**config.mk**
```make
export PLATFORM = sky130hd
export DESIGN_NAME = key_entry_collector
export DESIGN_NICKNAME = d
export VERILOG_FILES = /design/src/rtl/lock_pkg.sv /design/src/rtl/key_debouncer.sv /design/src/rtl/key_entry_collector.sv
export SDC_FILE = /design/constraint.sdc
export NUM_CORES = 1
export LEC_CHECK = 0
export BUFFER_PORTS_ARGS = -buffer_cell sky130_fd_sc_hd__buf_2
export CORE_MARGIN = 8
export CORE_UTILIZATION = 55
export DETAILED_ROUTE_END_ITERATION = 8
export PLACE_DENSITY_LB_ADDON = 0.1
export SLEW_MARGIN = 40
export SYNTH_ARGS = -nofsm -noshare
export SYNTH_HDL_FRONTEND = slang
export SYNTH_SLANG_ARGS = --single-unit
```
**constraint.sdc**
```tcl
create_clock -name clock -period 2.3 [get_ports clock]
set_input_delay 0.23 -clock clock [delete_from_list [all_inputs] [get_ports clock]]
set_output_delay 0.23 -clock clock [all_outputs]
set_load 0.05 [all_outputs]
```
**src/rtl/lock_pkg.sv**
```systemverilog
// Shared definitions for the lock front end: key/digit widths, collector
// states and default timing for a 50 MHz clock.
package lock_pkg;

  localparam int DIGIT_WIDTH             = 4;
  localparam int KEY_COUNT               = 4;
  localparam int DEFAULT_DEBOUNCE_CYCLES = 50000;
  localparam int DEFAULT_TIMEOUT_CYCLES  = 250000000;

  typedef enum logic {
    IDLE    = 1'b0,
    COLLECT = 1'b1
  } state_e;

endpackage

```
**src/rtl/key_debouncer.sv**
```systemverilog
// One push-button: 2-FF synchroniser, stability counter and debounced level.
// press_o pulses for one cycle in the cycle after the debounced level falls.
module key_debouncer
  import lock_pkg::*;
#(
  parameter int DEBOUNCE_CYCLES = DEFAULT_DEBOUNCE_CYCLES
) (
  input  logic clock,
  input  logic reset,
  input  logic key_i,
  output logic level_o,
  output logic press_o
);

  localparam int CW = $clog2(DEBOUNCE_CYCLES + 1);
  localparam logic [CW-1:0] LIMIT = CW'(DEBOUNCE_CYCLES);

  logic [1:0]    sync_q;
  logic          deb_q, deb_d;
  logic          prev_q;
  logic [CW-1:0] cnt_q, cnt_d;

  always_comb begin
    deb_d = deb_q;
    cnt_d = '0;
    if (sync_q[1] != deb_q) begin
      if (cnt_q == LIMIT) begin
        deb_d = sync_q[1];
      end else begin
        cnt_d = cnt_q + CW'(1);
      end
    end
  end

  always_ff @(posedge clock or negedge reset) begin
    if (!reset) begin
      sync_q <= 2'b11;
      deb_q  <= 1'b1;
      prev_q <= 1'b1;
      cnt_q  <= '0;
    end else begin
      sync_q <= {sync_q[0], key_i};
      deb_q  <= deb_d;
      prev_q <= deb_q;
      cnt_q  <= cnt_d;
    end
  end

  // prev_q lags deb_q by one cycle, so the fall is seen after it has settled
  assign level_o = deb_q;
  assign press_o = prev_q & ~deb_q;

endmodule

```
**src/rtl/key_entry_collector.sv**
```systemverilog
// Debounced keypad front end: accepts single-key presses and assembles
// DIGITS of them into one entry for the lock, discarding stale partial entries.
//
// state   | meaning
// IDLE    | no partial entry held, waiting for the first digit
// COLLECT | 1..DIGITS-1 digits held, idle timer running
module key_entry_collector
  import lock_pkg::*;
#(
  parameter int DIGITS          = 4,
  parameter int CODE_LENGTH     = 4 * DIGITS,
  parameter int COUNTER_WIDTH   = $clog2(DIGITS),
  parameter int DEBOUNCE_CYCLES = DEFAULT_DEBOUNCE_CYCLES,
  parameter int TIMEOUT_CYCLES  = DEFAULT_TIMEOUT_CYCLES
) (
  input  logic                   clock,
  input  logic                   reset,
  input  logic [KEY_COUNT-1:0]   key,
  output logic                   key_pressed,
  output logic [DIGIT_WIDTH-1:0] key_digit,
  output logic [COUNTER_WIDTH:0] digit_count,
  output logic                   entry_busy,
  output logic                   entry_valid,
  output logic [CODE_LENGTH-1:0] entry_code,
  output logic                   entry_timeout
);

  localparam int NW = COUNTER_WIDTH + 1;
  localparam int IW = $clog2(TIMEOUT_CYCLES + 1);
  localparam logic [NW-1:0] DIGITS_C  = NW'(DIGITS);
  localparam logic [IW-1:0] TIMEOUT_C = IW'(TIMEOUT_CYCLES);

  logic [KEY_COUNT-1:0] level, press;

  for (genvar i = 0; i < KEY_COUNT; i++) begin : g_key
    key_debouncer #(
      .DEBOUNCE_CYCLES(DEBOUNCE_CYCLES)
    ) u_deb (
      .clock  (clock),
      .reset  (reset),
      .key_i  (key[i]),
      .level_o(level[i]),
      .press_o(press[i])
    );
  end

  logic                   accept;
  logic [DIGIT_WIDTH-1:0] acc_digit;

  // Exactly one fresh press, and no other key already held down
  always_comb begin
    accept    = 1'b0;
    acc_digit = '0;
    if ((press != '0) && ((press & (press - KEY_COUNT'(1))) == '0) &&
        ((~level & ~press) == '0)) begin
      accept = 1'b1;
    end
    for (int i = 0; i < KEY_COUNT; i++) begin
      if (press[i]) acc_digit = DIGIT_WIDTH'(i);
    end
  end

  state_e                 state_q, state_d;
  logic [CODE_LENGTH-1:0] collect_q, collect_d;
  logic [NW-1:0]          count_q, count_d;
  logic [IW-1:0]          idle_q, idle_d;
  logic [CODE_LENGTH-1:0] code_q, code_d;
  logic                   valid_q, valid_d;
  logic                   timeout_q, timeout_d;
  logic                   pressed_q;
  logic [DIGIT_WIDTH-1:0] digit_q, digit_d;

  logic [CODE_LENGTH-1:0] assembled;
  logic [NW-1:0]          next_count;
  logic                   complete;

  // count_q is 0 in IDLE, so one completion test covers DIGITS == 1 as well
  assign assembled  = (collect_q << DIGIT_WIDTH) | CODE_LENGTH'(acc_digit);
  assign next_count = count_q + NW'(1);
  assign complete   = (next_count == DIGITS_C);

  always_comb begin
    state_d   = state_q;
    collect_d = collect_q;
    count_d   = count_q;
    idle_d    = idle_q;
    code_d    = code_q;
    valid_d   = 1'b0;
    timeout_d = 1'b0;
    digit_d   = accept ? acc_digit : digit_q;

    if (state_q == COLLECT && idle_q == TIMEOUT_C) begin
      timeout_d = 1'b1;
      collect_d = '0;
      count_d   = '0;
      idle_d    = '0;
      state_d   = IDLE;
    end else if (accept) begin
      idle_d = '0;
      if (complete) begin
        code_d    = assembled;
        valid_d   = 1'b1;
        collect_d = '0;
        count_d   = '0;
        state_d   = IDLE;
      end else begin
        collect_d = assembled;
        count_d   = next_count;
        state_d   = COLLECT;
      end
    end else if (state_q == COLLECT) begin
      if (idle_q != TIMEOUT_C) idle_d = idle_q + IW'(1);
    end else begin
      idle_d = '0;
    end
  end

  always_ff @(posedge clock or negedge reset) begin
    if (!reset) begin
      state_q   <= IDLE;
      collect_q <= '0;
      count_q   <= '0;
      idle_q    <= '0;
      code_q    <= '0;
      valid_q   <= 1'b0;
      timeout_q <= 1'b0;
      pressed_q <= 1'b0;
      digit_q   <= '0;
    end else begin
      state_q   <= state_d;
      collect_q <= collect_d;
      count_q   <= count_d;
      idle_q    <= idle_d;
      code_q    <= code_d;
      valid_q   <= valid_d;
      timeout_q <= timeout_d;
      pressed_q <= accept;
      digit_q   <= digit_d;
    end
  end

  assign key_pressed   = pressed_q;
  assign key_digit     = digit_q;
  assign digit_count   = count_q;
  assign entry_busy    = (state_q == COLLECT);
  assign entry_valid   = valid_q;
  assign entry_code    = code_q;
  assign entry_timeout = timeout_q;

endmodule

```
==> results.ini, run 1 <==
[logic_synthesis]
synth_top_family_by_area = simple AND/OR/NAND/NOR gates
synth_area_sq_um = 6147
ys_seq_area_frac = 0.5365
synth.mux.area_fraction = 0.02524
synth-simple-area-share = 0.2388
synth-seq-cells = 131
syn_inst = 603
ys.flop_type = dfrtp_1
synth-adder-area-share = 0.02442
synthArstFlopShare = 1.000
yosysUniqueCellTypes = 39
synth-edff-count = 0
synth_top_cell_by_area = dfrtp_1
yosys.area.top_type_share = 0.4681
synth_compound_area_frac = 0.01710
synth_xor_area_frac = 0.1240
postSynthAreaPerCell_sq_um = 10.19
yosys_warnings = 0
synth_area_leaders = dfrtp_1, nor2_1, dfstp_2, xnor2_1, xor2_1

[setup_path]
worstPathRequired_ns = 2.71
cpMaxStageDelayCell = dfstp_2
r2r_cells = 5
slowest_delay_ns = 0.51
path_delay_family = simple AND/OR/NAND/NOR gates
cp.depth = 5
critical_path_class = register to register
cp-endpoint = entry_code[13]
timing.rr.end = entry_code[13]
cp_num_buf_inv = 0
crit_chain = nor2b_1, nand4_1, a311o_1, or3_4, mux2_4
cp.arrival_ns = 2.51
r2r_slack_ns = 0.20
worstSetupStartpointType = register
critPathLaunch = g_key[2].u_deb.prev_q
endpoint_kind = register
r2r-start = g_key[2].u_deb.prev_q
cp_max_fo = 9

[finish]
multi_input_area_sq_um = 2688
seq_area_sq_um = 3298
nets = 661
n_antenna_cell = 0
drive_gt1_frac = 0.1418
stdcell_area_sq_um = 7149
nFillCells = 849
area_growth_pct = 16.30

[timing]
drv_slew = 0
tightest_slew_ns = 0.7101
hold_viol = 0
post-route-period-util = 0.9148
rsz0062_at_grt = no
setup_viol = 0
skew_ns = 0.007803
slew_headroom = 0.5222
max_freq_mhz = 475.3
whs_ns = 0.2512
min_period_ns = 2.104
fin_tns_setup_ns = 0

[power_and_ir_drop]
pwr-share-seq = 0.426
p_total_uw = 5544
power_density_nw_per_um2 = 775.5
power_leakage_uw = 0.003121
p_comb_frac = 0.029
p_sw_uw = 1134
intPower_uw = 4410
p_sw_frac = 0.2045
p_clk_frac = 0.545
irDropWorstVdd_mv = 0.6238

[floorplan]
die_h_um = 121.7
rows = 38
start_util = 0.5646
ioPinCount = 33
die_area_sq_um = 14820
core_sq_um = 10890
die_w_um = 121.7

[drt]
ant_nets = 0
routedWlPerCell_um = 14.82
drtIter0Drc = 268
post_drt_via_cell_ratio = 5.343
first_pass_iters = 4
dr_total_vias = 4253
drc = 0
routed_wl_um = 11800

[cts]
htree_levels = 4
cts_inserted_buffers = 17
clockBufferDepth = 2
cts_tree = yes
numClockSinks = 131
root_buffer = clkbuf_8
clk_pin_slew_ns = 0.06
clock_latency_ns = 0.53
post_cts_buffers = 0

[global_routing]
grt_pass1_vias = 4258
grt-ovfl-total = 0
antenna_found_initial = 0
track_usage = 0.1712
grt_max_degree = 50
grt_pass1_wl_um = 20300

[place]
hpwl_um = 7642
placed_area_sq_um = 6417
numPortBuffers = 22
gp_congestion = 0.8165

[run_status]
status = complete, no violations

[worst_hold_path]
hold_class = input port to asynchronous set/reset pin

[job]
maxCapViolCount = 0

## per-layer routing
metal / global-route usage / vias up / wire [um]
met5: 0 / - / 0
met4: 0.05243 / 0 / 51
met3: 0.06525 / 6 / 561
met2: 0.2721 / 78 / 5750
met1: 0.2126 / 2072 / 5436
li1: - / 2097 / -
## power by group through the flow
stage	logic [uW]	registers (uW)	clock network, uW
2_1_floorplan	98.1	2400	0
3_3_place_gp	153	2400	0
3_5_place_dp	157	2400	0
4_1_cts	165	2360	3090
5_1_grt	185	2370	3180
6_report	160	2360	3020
## synthesized netlist by cell type, types with 6 or more instances
cell type / instances
dfrtp_1: 115
nor2_1: 114
nand2_1: 45
xnor2_1: 45
nand3_1: 43
xor2_1: 42
nor3_1: 23
inv_1: 18
nand4_1: 18
and3_1: 17
dfstp_2: 16
ha_1: 12
nor4_1: 12
buf_4: 10
a21oi_1: 8
nor4b_1: 8
clkbuf_1: 7
and4_1: 6
mux2_4: 6
## worst min-delay path by stage
stage                                          to  slack (ns)
after floorplan                      collect_q[0]       -0.07
after global placement    g_key[0].u_deb.cnt_q[7]        0.28
after detailed placement  g_key[0].u_deb.cnt_q[4]        0.29
after CTS                 g_key[0].u_deb.cnt_q[4]        0.26
after global routing      g_key[0].u_deb.cnt_q[5]        0.31
final                     g_key[0].u_deb.cnt_q[7]        0.25
## cells by family (layout without fill, tap and decap cells)
family | Yosys count | count (layout)
fa+ha+maj | 12 | 12
simple gates | 302 | 302
xor+xnor | 87 | 87
flops | 131 | 131
other cells | 1 | 10
buf+inv | 40 | 84
compound gates | 18 | 18
mux | 12 | 12
## state kept, by name, summed over array words and instances (netlist names)
name / flops
digit_count: 3
entry_busy: 1
key_pressed: 1
g_key.u_deb.prev_q: 4
collect_q: 6
g_key.u_deb.sync_q: 8
key_digit: 2
idle_q: 28
entry_timeout: 1
entry_valid: 1
g_key.u_deb.level_o: 4
g_key.u_deb.cnt_q: 64
entry_code: 8
## stage by stage
stage,setup slack (ns),cells,util
2_1_floorplan,0.1588,612,-
3_3_place_gp,0.1113,759,0.5894
3_5_place_dp,0.06787,759,0.5894
4_1_cts,0.06426,796,0.6557
5_1_grt,0.1162,796,0.6566
6_report,0.1960,796,0.6566
## worst reg2reg max path, stage by stage, from the launching register on
cell,delay [ns]
dfstp_2,0.51
nor2b_1,0.21
nand4_1,0.12
a311o_1,0.36
or3_4,0.47
mux2_4,0.32
## layout make-up
| cell class | instances | share of cell area |
|---|---|---|
| Clock buffer | 19 | 0.06178 |
| Clock inverter | 13 | 0.03220 |
| Inverter | 19 | 0.009975 |
| Multi-Input combinational cell | 441 | 0.3759 |
| Sequential cell | 131 | 0.4613 |
| Tap cell | 140 | 0.02450 |
| Timing Repair Buffer | 33 | 0.03430 |
## timing repair
action	CTS	global route
gates resized for setup	0	2
hold buffers	5	0
endpoints found under the hold margin	37	0
setup endpoints to repair	0	6
## layout by cell type, fill, tap and decap left out, types with 2 or more instances in the layout
master / synthesis / layout
clkbuf_16: 0 / 16
nand2_1: 45 / 45
mux2i_1: 2 / 2
o21ai_0: 5 / 5
buf_2: 2 / 21
nand3_1: 43 / 43
dfrtp_1: 115 / 115
nand4_1: 18 / 18
nor3_1: 23 / 22
clkinv_4: 0 / 2
and4_1: 6 / 6
or2_2: 2 / 2
buf_4: 10 / 4
inv_1: 18 / 18
a21oi_1: 8 / 8
xnor2_1: 45 / 45
xor2_1: 42 / 42
nand2b_4: 2 / 2
mux2_2: 4 / 4
bufinv_16: 0 / 6
clkinv_2: 0 / 2
nor4_1: 12 / 12
dlygate4sd3_1: 0 / 5
nor2_1: 114 / 114
ha_1: 12 / 12
conb_1: 1 / 10
mux2_4: 6 / 6
clkinvlp_4: 0 / 3
and2_1: 3 / 3
o31ai_1: 2 / 2
clkbuf_8: 0 / 3
or3_1: 3 / 2
buf_12: 0 / 3
nor4b_1: 8 / 8
nor2b_1: 2 / 2
and3_1: 17 / 17
dfstp_2: 16 / 16
Note: power is estimated with default switching activity, not from simulation.
==> run 2: changes to the inputs <==
PLACE_DENSITY_LB_ADDON = 0.12   (was 0.1)
==> results.ini, run 2 (synthesized netlist as in run 1, its figures left out) <==
[job]
maxCapViolCount = 0

[timing]
setup_slack_ns = 0.2160
hold_viol = 0
rsz0062_at_grt = no
drv_slew = 0
tightest_slew_ns = 0.6644
setup_viol = 0
min_period_ns = 2.084
skew_ns = 0.006330
slew_headroom = 0.5571
fin_tns_setup_ns = 0
post-route-period-util = 0.9061
max_freq_mhz = 479.8

[drt]
routed_wl_um = 11330
first_pass_iters = 4
ant_nets = 0
post_drt_via_cell_ratio = 5.293
drc = 0
dr_total_vias = 4203
routedWlPerCell_um = 14.27
drtIter0Drc = 276

[cts]
root_buffer = clkbuf_8
htree_levels = 4
clock_latency_ns = 0.53
clockBufferDepth = 2
numClockSinks = 131
cts_tree = yes
cts_inserted_buffers = 17
clk_pin_slew_ns = 0.06

[place]
dpl.cell_count = 757
place_ws_ns = 0.07344
gp_congestion = 0.8202
numPortBuffers = 22
hpwl_um = 7429

[finish]
nets = 659
layoutNonFillerInstCount = 794
n_antenna_cell = 0
final_cell_mix = dfrtp_1, nor2_1, xnor2_1, nand2_1, nand3_1
drive_gt1_frac = 0.1361
largest_register_ffs = 64
layout_commonest_cell = dfrtp_1
nFillCells = 882
regMostFlops = g_key.u_deb.cnt_q
area_growth_pct = 14.70
reg_top3 = g_key.u_deb.cnt_q (64), idle_q (28)

[floorplan]
start_util = 0.5646
die_w_um = 121.7
die_h_um = 121.7
ioPinCount = 33
die_area_sq_um = 14820
core_sq_um = 10890
rows = 38

[setup_path]
worstPathRequired_ns = 2.72
r2r-start = g_key[2].u_deb.prev_q
cp.arrival_ns = 2.50
critPathLaunch = g_key[2].u_deb.prev_q
cp_max_fo = 9
critical_path_class = register to register
endpoint_kind = register
worstSetupStartpointType = register

[global_routing]
grt_pass1_vias = 4247
track_usage = 0.1676
grt_pass1_wl_um = 19840
grt-ovfl-total = 0
antenna_found_initial = 0
grt_max_degree = 132

[run_status]
status = complete, no violations

[power_and_ir_drop]
power_density_nw_per_um2 = 745.4
irDropWorstVdd_mv = 0.8022
power_leakage_uw = 0.003086

[worst_hold_path]
hold_class = input port to asynchronous set/reset pin

[run 2: cell count changes in the layout (fill, tap and decap cells not counted), sizes merged]
| cell | change |
|---|---|
| clkinvlp | -2 |
| bufinv | -2 |
| buf | -2 |
| clkbuf | -1 |
| clkinv | +5 |
[run 2: worst paths after layout]
check                      slack [ns]  depth (start not counted)                  endpoint
hold reg to reg                  0.36                          0  g_key[0].u_deb.sync_q[1]
setup reg to reg                 0.22                          5            entry_code[12]
setup / recovery                 0.22                          5            entry_code[12]
hold / removal                   0.34                          3   g_key[0].u_deb.cnt_q[6]
min in group clock               0.34                          2  g_key[3].u_deb.sync_q[0]
max in group asynchronous        1.47                          3   g_key[2].u_deb.cnt_q[6]
[run 2: per-layer routing]
layer / global-route usage / up-vias / part of all wire
li1: - / 2090 / -
met1: 0.2096 / 2049 / 0.46
met2: 0.2597 / 52 / 0.48
met3: 0.05692 / 12 / 0.046
met4: 0.07402 / 0 / 0.012
met5: 0 / - / 0
[run 2: critical path, stage by stage, from the launching register on]
cell and delay (ns):
dfstp_2 0.51, nor2b_1 0.20, nand4_1 0.12, a311o_1 0.36
or3_4 0.46, mux2_4 0.33
[run 2: timing repair]
item,in CTS,in global routing
endpoints found under the setup margin,0,1
hold buffers,5,0
resized for setup,0,1
hold endpoints to repair,119,0
setup buffers,0,0
[run 2: where the power goes]
part | leakage (uW) | switching [uW] | internal, uW
Clock | 0.000298 | 983 | 1750
Combinational | 0.00102 | 119 | 35.7
Sequential | 0.00176 | 27.5 | 2340
[run 2: final cells by class]
cell class                 count  area (sq um)  share of cell area
tap                          140         175.2             0.02484
multi-input combinational    441          2683              0.3805
sequential                   131          3298              0.4678
timing repair buffer          31         217.7             0.03088
clock inverter                14         187.7             0.02662
inverter                      19         71.32             0.01012
clock buffer                  18         417.9             0.05927
[run 2: stage by stage]
stage	utilization	power (uW)	hold WS [ns]	area [sq um]
6_report	0.6476	5256	0.3382	7051
5_1_grt	0.6476	5438	0.3298	7051
4_1_cts	0.6471	5321	0.3066	7046
3_5_place_dp	0.5869	2555	0.3364	6390
3_3_place_gp	0.5869	2550	0.3357	6390
2_1_floorplan	-	2495	-0.06559	6181
